--- config.mk ---
export PLATFORM = sky130hd
export DESIGN_NAME = simd_sequencer
export DESIGN_NICKNAME = d
export VERILOG_FILES = /design/src/rtl/simd_sequencer.sv
export SDC_FILE = /design/constraint.sdc
export NUM_CORES = 1
export LEC_CHECK = 0
export ABC_AREA = 1
export ABC_CLOCK_PERIOD_IN_PS = 2230
export CAP_MARGIN = 20
export CORE_UTILIZATION = 27
export DETAILED_ROUTE_END_ITERATION = 8
export PLACE_DENSITY_LB_ADDON = 0.15
export SLEW_MARGIN = 10
export SYNTH_ARGS = -nofsm -noshare
export SYNTH_HDL_FRONTEND = slang
export SYNTH_SLANG_ARGS = --single-unit
--- constraint.sdc ---
create_clock -name clk -period 2.23 [get_ports clk]
set_clock_uncertainty 0.05 [all_clocks]
set_input_delay 0.5575 -clock clk [delete_from_list [all_inputs] [get_ports clk]]
set_output_delay 0.5575 -clock clk [all_outputs]
set_load 0.02 [all_outputs]
--- src/rtl/simd_sequencer.sv ---
// Program sequencer for the half-rate SIMD datapath: fetches from synchronous
// instruction memory, issues one instruction per two-cycle slot, bubbles on RAW hazards.
module simd_sequencer #(
    parameter int INS_ADDR_WIDTH = 8,
    parameter int ADDR_WIDTH = 10,
    parameter int OPCODE_WIDTH = 4,
    parameter logic [OPCODE_WIDTH-1:0] HALT_OPCODE = 4'hF,
    parameter int DRAIN_SLOTS = 3,
    localparam int INS_WIDTH = OPCODE_WIDTH + 3 * ADDR_WIDTH
) (
    input  logic                      clk,
    input  logic                      rstn,
    input  logic                      start,
    input  logic [INS_ADDR_WIDTH-1:0] start_pc,
    input  logic                      stall,
    output logic [INS_ADDR_WIDTH-1:0] imem_addr,
    input  logic [INS_WIDTH-1:0]      imem_dout,
    output logic [INS_WIDTH-1:0]      instruction,
    output logic                      ins_valid,
    output logic                      busy,
    output logic                      done,
    output logic [1:0]                dbg_state
);

    localparam logic [1:0] S_IDLE  = 2'd0;
    localparam logic [1:0] S_RUN   = 2'd1;
    localparam logic [1:0] S_DRAIN = 2'd2;

    localparam int DCW = (DRAIN_SLOTS > 1) ? $clog2(DRAIN_SLOTS) : 1;
    localparam logic [DCW-1:0] DRAIN_LAST = DCW'(DRAIN_SLOTS - 1);

    logic [1:0]                state;
    logic                      phase;
    logic [INS_ADDR_WIDTH-1:0] pc;
    logic [DCW-1:0]            drain_cnt;
    logic [1:0]                sb_valid;
    logic [ADDR_WIDTH-1:0]     sb_addr0;
    logic [ADDR_WIDTH-1:0]     sb_addr1;

    logic [OPCODE_WIDTH-1:0]   dec_op;
    logic [ADDR_WIDTH-1:0]     dec_r;
    logic [ADDR_WIDTH-1:0]     dec_a;
    logic [ADDR_WIDTH-1:0]     dec_b;
    logic                      is_halt;
    logic                      hazard;
    logic                      issue;
    logic                      slot_end;
    logic                      drain_last;

    assign dec_op = imem_dout[INS_WIDTH-1 -: OPCODE_WIDTH];
    assign dec_r  = imem_dout[3*ADDR_WIDTH-1 -: ADDR_WIDTH];
    assign dec_a  = imem_dout[2*ADDR_WIDTH-1 -: ADDR_WIDTH];
    assign dec_b  = imem_dout[ADDR_WIDTH-1:0];

    assign is_halt = (dec_op == HALT_OPCODE);

    // Both scoreboard entries hold writes still in flight in the datapath.
    assign hazard = (sb_valid[0] && ((sb_addr0 == dec_a) || (sb_addr0 == dec_b))) ||
                    (sb_valid[1] && ((sb_addr1 == dec_a) || (sb_addr1 == dec_b)));

    assign issue      = (state == S_RUN) && phase && !is_halt && !hazard;
    assign slot_end   = !stall && phase && (state != S_IDLE);
    assign drain_last = (state == S_DRAIN) && (drain_cnt == DRAIN_LAST);

    assign done      = slot_end && drain_last;
    assign busy      = (state != S_IDLE);
    assign imem_addr = pc;
    assign dbg_state = state;

    always_ff @(posedge clk or negedge rstn) begin
        if (!rstn) begin
            state     <= S_IDLE;
            phase     <= 1'b0;
            pc        <= '0;
            drain_cnt <= '0;
        end else if (!stall) begin
            case (state)
                S_IDLE: begin
                    if (start) begin
                        state <= S_RUN;
                        pc    <= start_pc;
                        phase <= 1'b0;
                    end
                end
                S_RUN: begin
                    phase <= ~phase;
                    if (phase) begin
                        if (is_halt) begin
                            state     <= S_DRAIN;
                            drain_cnt <= '0;
                        end else if (!hazard) begin
                            pc <= pc + INS_ADDR_WIDTH'(1);
                        end
                    end
                end
                S_DRAIN: begin
                    phase <= ~phase;
                    if (phase) begin
                        if (drain_last) begin
                            state <= S_IDLE;
                        end else begin
                            drain_cnt <= drain_cnt + DCW'(1);
                        end
                    end
                end
                default: state <= S_IDLE;
            endcase
        end
    end

    // instruction/ins_valid form a valid-only stream: no backpressure other
    // than stall, and each value is held for exactly one full slot.
    always_ff @(posedge clk or negedge rstn) begin
        if (!rstn) begin
            instruction <= '0;
            ins_valid   <= 1'b0;
            sb_valid    <= 2'b00;
            sb_addr0    <= '0;
            sb_addr1    <= '0;
        end else if (!stall && (state == S_IDLE) && start) begin
            sb_valid <= 2'b00;
        end else if (slot_end) begin
            instruction <= issue ? imem_dout : '0;
            ins_valid   <= issue;
            sb_valid    <= {sb_valid[0], issue && (dec_op != '0)};
            sb_addr1    <= sb_addr0;
            sb_addr0    <= dec_r;
        end
    end

endmodule

[Word level (Yosys, flattened, before mapping)]
Cells that the tools add are included.
Storage, ports and cells
  flip-flop bits (word level): 70
  input bits: 46
  output and inout port bits: 47
  word-level logic and storage cells: 82
Operators by class
  add/subtract/negate cells: 2
  eq/ne operators: 16
  muxes and demuxes: 21
  bitwise logic cells: 3
  reduce and logical (&&, ||, !) cells: 31
Operators by type and width (number)
  equality test 10 bit: 4
  two-way mux 34 bit: 1
  two-way mux 8 bit: 4
  two-way mux 2 bit: 11
  AND reduction 6 bit: 3
  inequality test 2 bit (second input constant): 8
  one-hot mux 8 bit (2 select lines): 1
  logical AND 1 bit: 12
  nonzero test 2 bit: 5
  adder 8 x 1 -> 8 bit (second input constant): 1
  one-hot mux 2 bit (3 select lines): 1
  equality test 2 bit (second input constant): 2
  equality test 4 bit (second input constant): 1
  one-hot mux 2 bit (2 select lines): 1
  nonzero test 4 bit: 1
  logical NOT 1 bit: 3
  logical OR 1 bit: 3
  NOT 1 bit: 3
  AND reduction 3 bit: 1
  adder 2 x 1 -> 2 bit (second input constant): 1
  equality test 2 x 1 -> 1 bit (second input constant): 1
  logical NOT 2 bit: 1
  one-hot mux 1 bit (2 select lines): 1
  AND reduction 2 bit: 1
  other kinds (2): 2

[Logic depth before layout (Yosys ltp)]
  word-level depth: 9
  gate-level depth with buffers: 14
  mapped depth without buffers: 14

[Worst setup path after synthesis]
Ideal clock, no wire load.
  path type: reg-to-output
  start: register state[0] (netlist: dbg_state[0])
  end: output port done
  data arrival time: 1753 ps
  required time: 1622 ps
  setup slack: -131 ps
  stages on the path, launching flop included: 7
  buffers on the path: 1
  cell sequence: dfrtp_1 > inv_1 > ha_1 > nor3_4 > inv_2 > clkbuf_1 > nor2_1
Between the ends
  word-level cells in the longest chain between the ends: 3
  elaborated cells between the ends (all ways): 5
  classes of those cells: eq/ne (1); reduce/logical (4)
RTL lines
  start: declaration: RTL line 32  | logic [1:0] state;
  start signal: assignment: RTL line 72  | state <= S_IDLE;
  start signal: assignment: RTL line 80  | state <= S_RUN;
  start signal: assignment: RTL line 89  | state <= S_DRAIN;
  equality test 2 bit / nonzero test 2 bit (equally long branches): RTL line 63, 62
  logical AND 1 bit, on equally long branches: RTL line 63, 62
  logical AND 1 bit (*): RTL line 65  | assign done = slot_end && drain_last;
  end: declaration: RTL line 21  | output logic done,
Every way passes the cells marked *; elsewhere a longest branch is shown, timed or not.

[Final worst setup path]
  start: input port stall
  end: output port done
Between the ends
  word-level cells in the longest chain between the ends: 4
RTL lines
  start: declaration: RTL line 15  | input logic stall,
  logical NOT 1 bit: RTL line 62  | assign slot_end = !stall && phase && (state != S_IDLE);
  logical AND 1 bit (2 in a row): RTL line 62
  logical AND 1 bit: RTL line 65
Every way passes these cells.

==> impl_metrics.tcl <==
set metrics [dict create \
    yosysTopAreaCell "dfrtp_1" \
    yosys_warnings 0 \
    final-setup-viol-count 0 \
    synthXorXnorAreaFrac_pct 7.57 \
    grtUsageMet2_pct 24.1 \
    cts_setup_buffers 0 \
    grt_use_total_pct 15.2 \
    status "complete, no violations" \
    ys_top_cells_by_count "nand2_1, dfrtp_1, nand3_1" \
    via_count 3258 \
    grt_max_degree 54 \
    grt_pass1_wl_um 16700 \
    worstPathMaxFanout 2 \
    crit_type "in -> out" \
    rows 42 \
    drive_gt1_share_pct 12.2 \
    max_cap_violations 0 \
    setup_tns_ps 0 \
    netlist_area_mm2 0.00370 \
    fin_crit_ps 2130 \
    worst_slack_ps 101 \
    critical-path-top-delay-family "buffers and inverters" \
    irDropWorstVdd_mv 0.426 \
    fmax_mhz 470 \
    worst_ep_arrival_time_ps 1520 \
    synth_edf_count 0 \
    worst_setup_path_end_kind "output pin" \
    netlist.area_leader.share_pct 47.3 \
    dpl.hpwl_um 7370 \
    cp.required_ps 1620 \
    synth-adder-area-share_pct 2.36 \
    drv_slew 0 \
    rr_endpoint "instruction[14]" \
    rsz0062_at_grt "no" \
    regToRegStartpoint "dbg_state[1]" \
    r2r_cells 10 \
    min_period_over_period_pct 95.5 \
    drtAntennaViolNets 0 \
    p_leak_nw 2.52 \
    cts_buffers 9 \
    start_util_pct 27.9 \
    drt-pass1-iter-count 4 \
    drt_wl_total_um 10100 \
    max-slew-margin-rel_pct 60.9 \
    crit_buf_inv 3 \
    met3_usage_pct 3.64 \
    port_buffers 92 \
    synth_flop_cell "dfrtp_1" \
    final_util_pct 40.1 \
    via_per_inst 4.30 \
    clock_path_buffers 2 \
    antenna_found_initial 0 \
    finalNetCount 630 \
    synth_cell_types 32 \
    post_drt_wl_per_cell_um 13.3 \
    muxShareOfSynthArea_pct 0 \
    insertion_delay_ps 340 \
    diodes 0 \
    die_h_um 119 \
    p_total_mw 6.25 \
    first_iter_violations 164 \
    syn_inst 459 \
    use_met1_pct 20.6 \
    cts_sinks 70 \
    synth_compound_area_share_pct 6.92 \
    busiest_layer "met2" \
    routabilityCongestion 0.787 \
    critical-path-slowest-cell "clkdlybuf4s50_1" \
    cp_cell_sequence "clkdlybuf4s50_1 -> nor3_4 -> inv_2 -> nor2_4 -> buf_2" \
    area_delta_synth_final_pct 44.0 \
    die_area_mm2 0.0142 \
    fin_hold_ws_ps 122 \
    syn-num-nets 512 \
    ys_ff_latch 70 \
    place_ws_ps -345 \
    clockRootBuffer "clkbuf_16" \
    core_mm2 0.0133 \
    hold_path.class "in -> async" \
    yosys.area_share.simple_pct 29.5 \
    synth_area_leaders "dfrtp_1, nand2_1, xnor2_1, nand3_1, o21ai_0" \
    drt_drc_violations_left 0 \
    hold_violations 0 \
    powerDensity_mw_per_mm2 1170 \
    rrSetupSlack_ps 230 \
    fillers 1377 \
    die_x_um 119 \
    path_clk_slew_ps 60 \
    yosysSeqAreaShare_pct 47.3 \
    cts.htree.levels 3 \
    cpPeakStageDelay_ps 460 \
    worst_slew_pin_slew_ps 587 \
    grt_pass1_vias 3340 \
    critPathLaunchType "input pin" \
    yosysMostFrequentCell "nand2_1" \
    syn_avg_cell_area_um2 8.07 \
    synth_top_family_by_area "simple AND/OR/NAND/NOR gates" \
    cts_tree "yes" \
    ios 93 \
    synth_async_sr_flop_share_pct 100 \
    overflow 0 \
]
==> placed cells by master (no fill, tap or decap), types with 5 or more instances in the layout <==
| master | instances |
|---|---|
| nand2_1 | 171 |
| nand3_1 | 38 |
| o21ai_0 | 34 |
| buf_4 | 28 |
| dfrtp_1 | 69 |
| xor2_1 | 9 |
| clkbuf_16 | 9 |
| clkdlybuf4s50_1 | 89 |
| inv_1 | 31 |
| o21ai_1 | 7 |
| ha_1 | 6 |
| nand3_2 | 8 |
| inv_2 | 5 |
| nor2_1 | 18 |
| xnor2_1 | 23 |
==> worst max path at each step <==
stage,start,to,slack (ps),cells after the start
final,stall,done,100,5
after global routing,imem_dout[4],imem_addr[7],0.9,15
after CTS,dbg_state[0],busy,30,5
after detailed placement,stall,done,-340,5
after global placement,stall,done,-340,5
after floorplan,dbg_state[1],done,9,6
==> area by class of cell <==
cell class / count / area [um^2] / area share [%]
sequential: 70 / 1750 / 32.9
multi-input combinational: 336 / 1730 / 32.5
timing repair buffer: 122 / 1170 / 21.9
clock buffer: 11 / 233 / 4.36
tap: 176 / 220 / 4.13
inverter: 38 / 145 / 2.72
clock inverter: 5 / 85.1 / 1.59
==> what timing repair did <==
action / in CTS / in global routing
pin swaps: 0 / 1
hold buffers: 0 / 0
setup endpoints to repair: 2 / 5
resized for setup: 6 / 3
==> flip-flops by register name, indices dropped and copies added (netlist names) <==
signal,count
sb_addr0,10
instruction,34
sb_valid,2
imem_addr,8
sb_addr1,10
dbg_state,2
phase,1
drain_cnt,2
ins_valid,1
==> worst reg2reg max path, stage by stage, from the launching register on <==
cell and delay, ps:
dfrtp_1 380, inv_1 80, buf_4 120, ha_1 410
nand2_1 130, nor2_1 220, nand3_4 130, inv_4 90
buf_12 150, nand3_1 80, nand2_1 90
==> power by group <==
part	internal, mW	switching, mW
registers	1.71	0.394
logic	1.19	1.43
clock network	0.983	0.544
==> kinds of logic after synthesis <==
kind of cell | Yosys count
XOR/XNOR | 32
buffers and inverters | 53
AO/OA/AOI/OAI | 47
AND/OR/NAND/NOR | 250
adder cells (fa/ha/maj) | 7
flip-flops | 70
==> metrics by stage <==
| stage | instances | cell area, um^2 |
|---|---|---|
| detailed placement | 742 | 5010 |
| finish | 758 | 5340 |
| global route | 758 | 5340 |
| CTS | 758 | 5330 |
| floorplan | 459 | 3710 |
| global placement | 742 | 5010 |
==> layer usage <==
metal	wire length [um]	part of all wire (%)	vias to the layer above
li1	-	-	1690
met1	5090	50	1497
met2	4540	45	63
met3	363	3.6	8
met4	102	1.0	0
met5	0	0	-
Note: power is estimated with default switching activity, not from simulation.
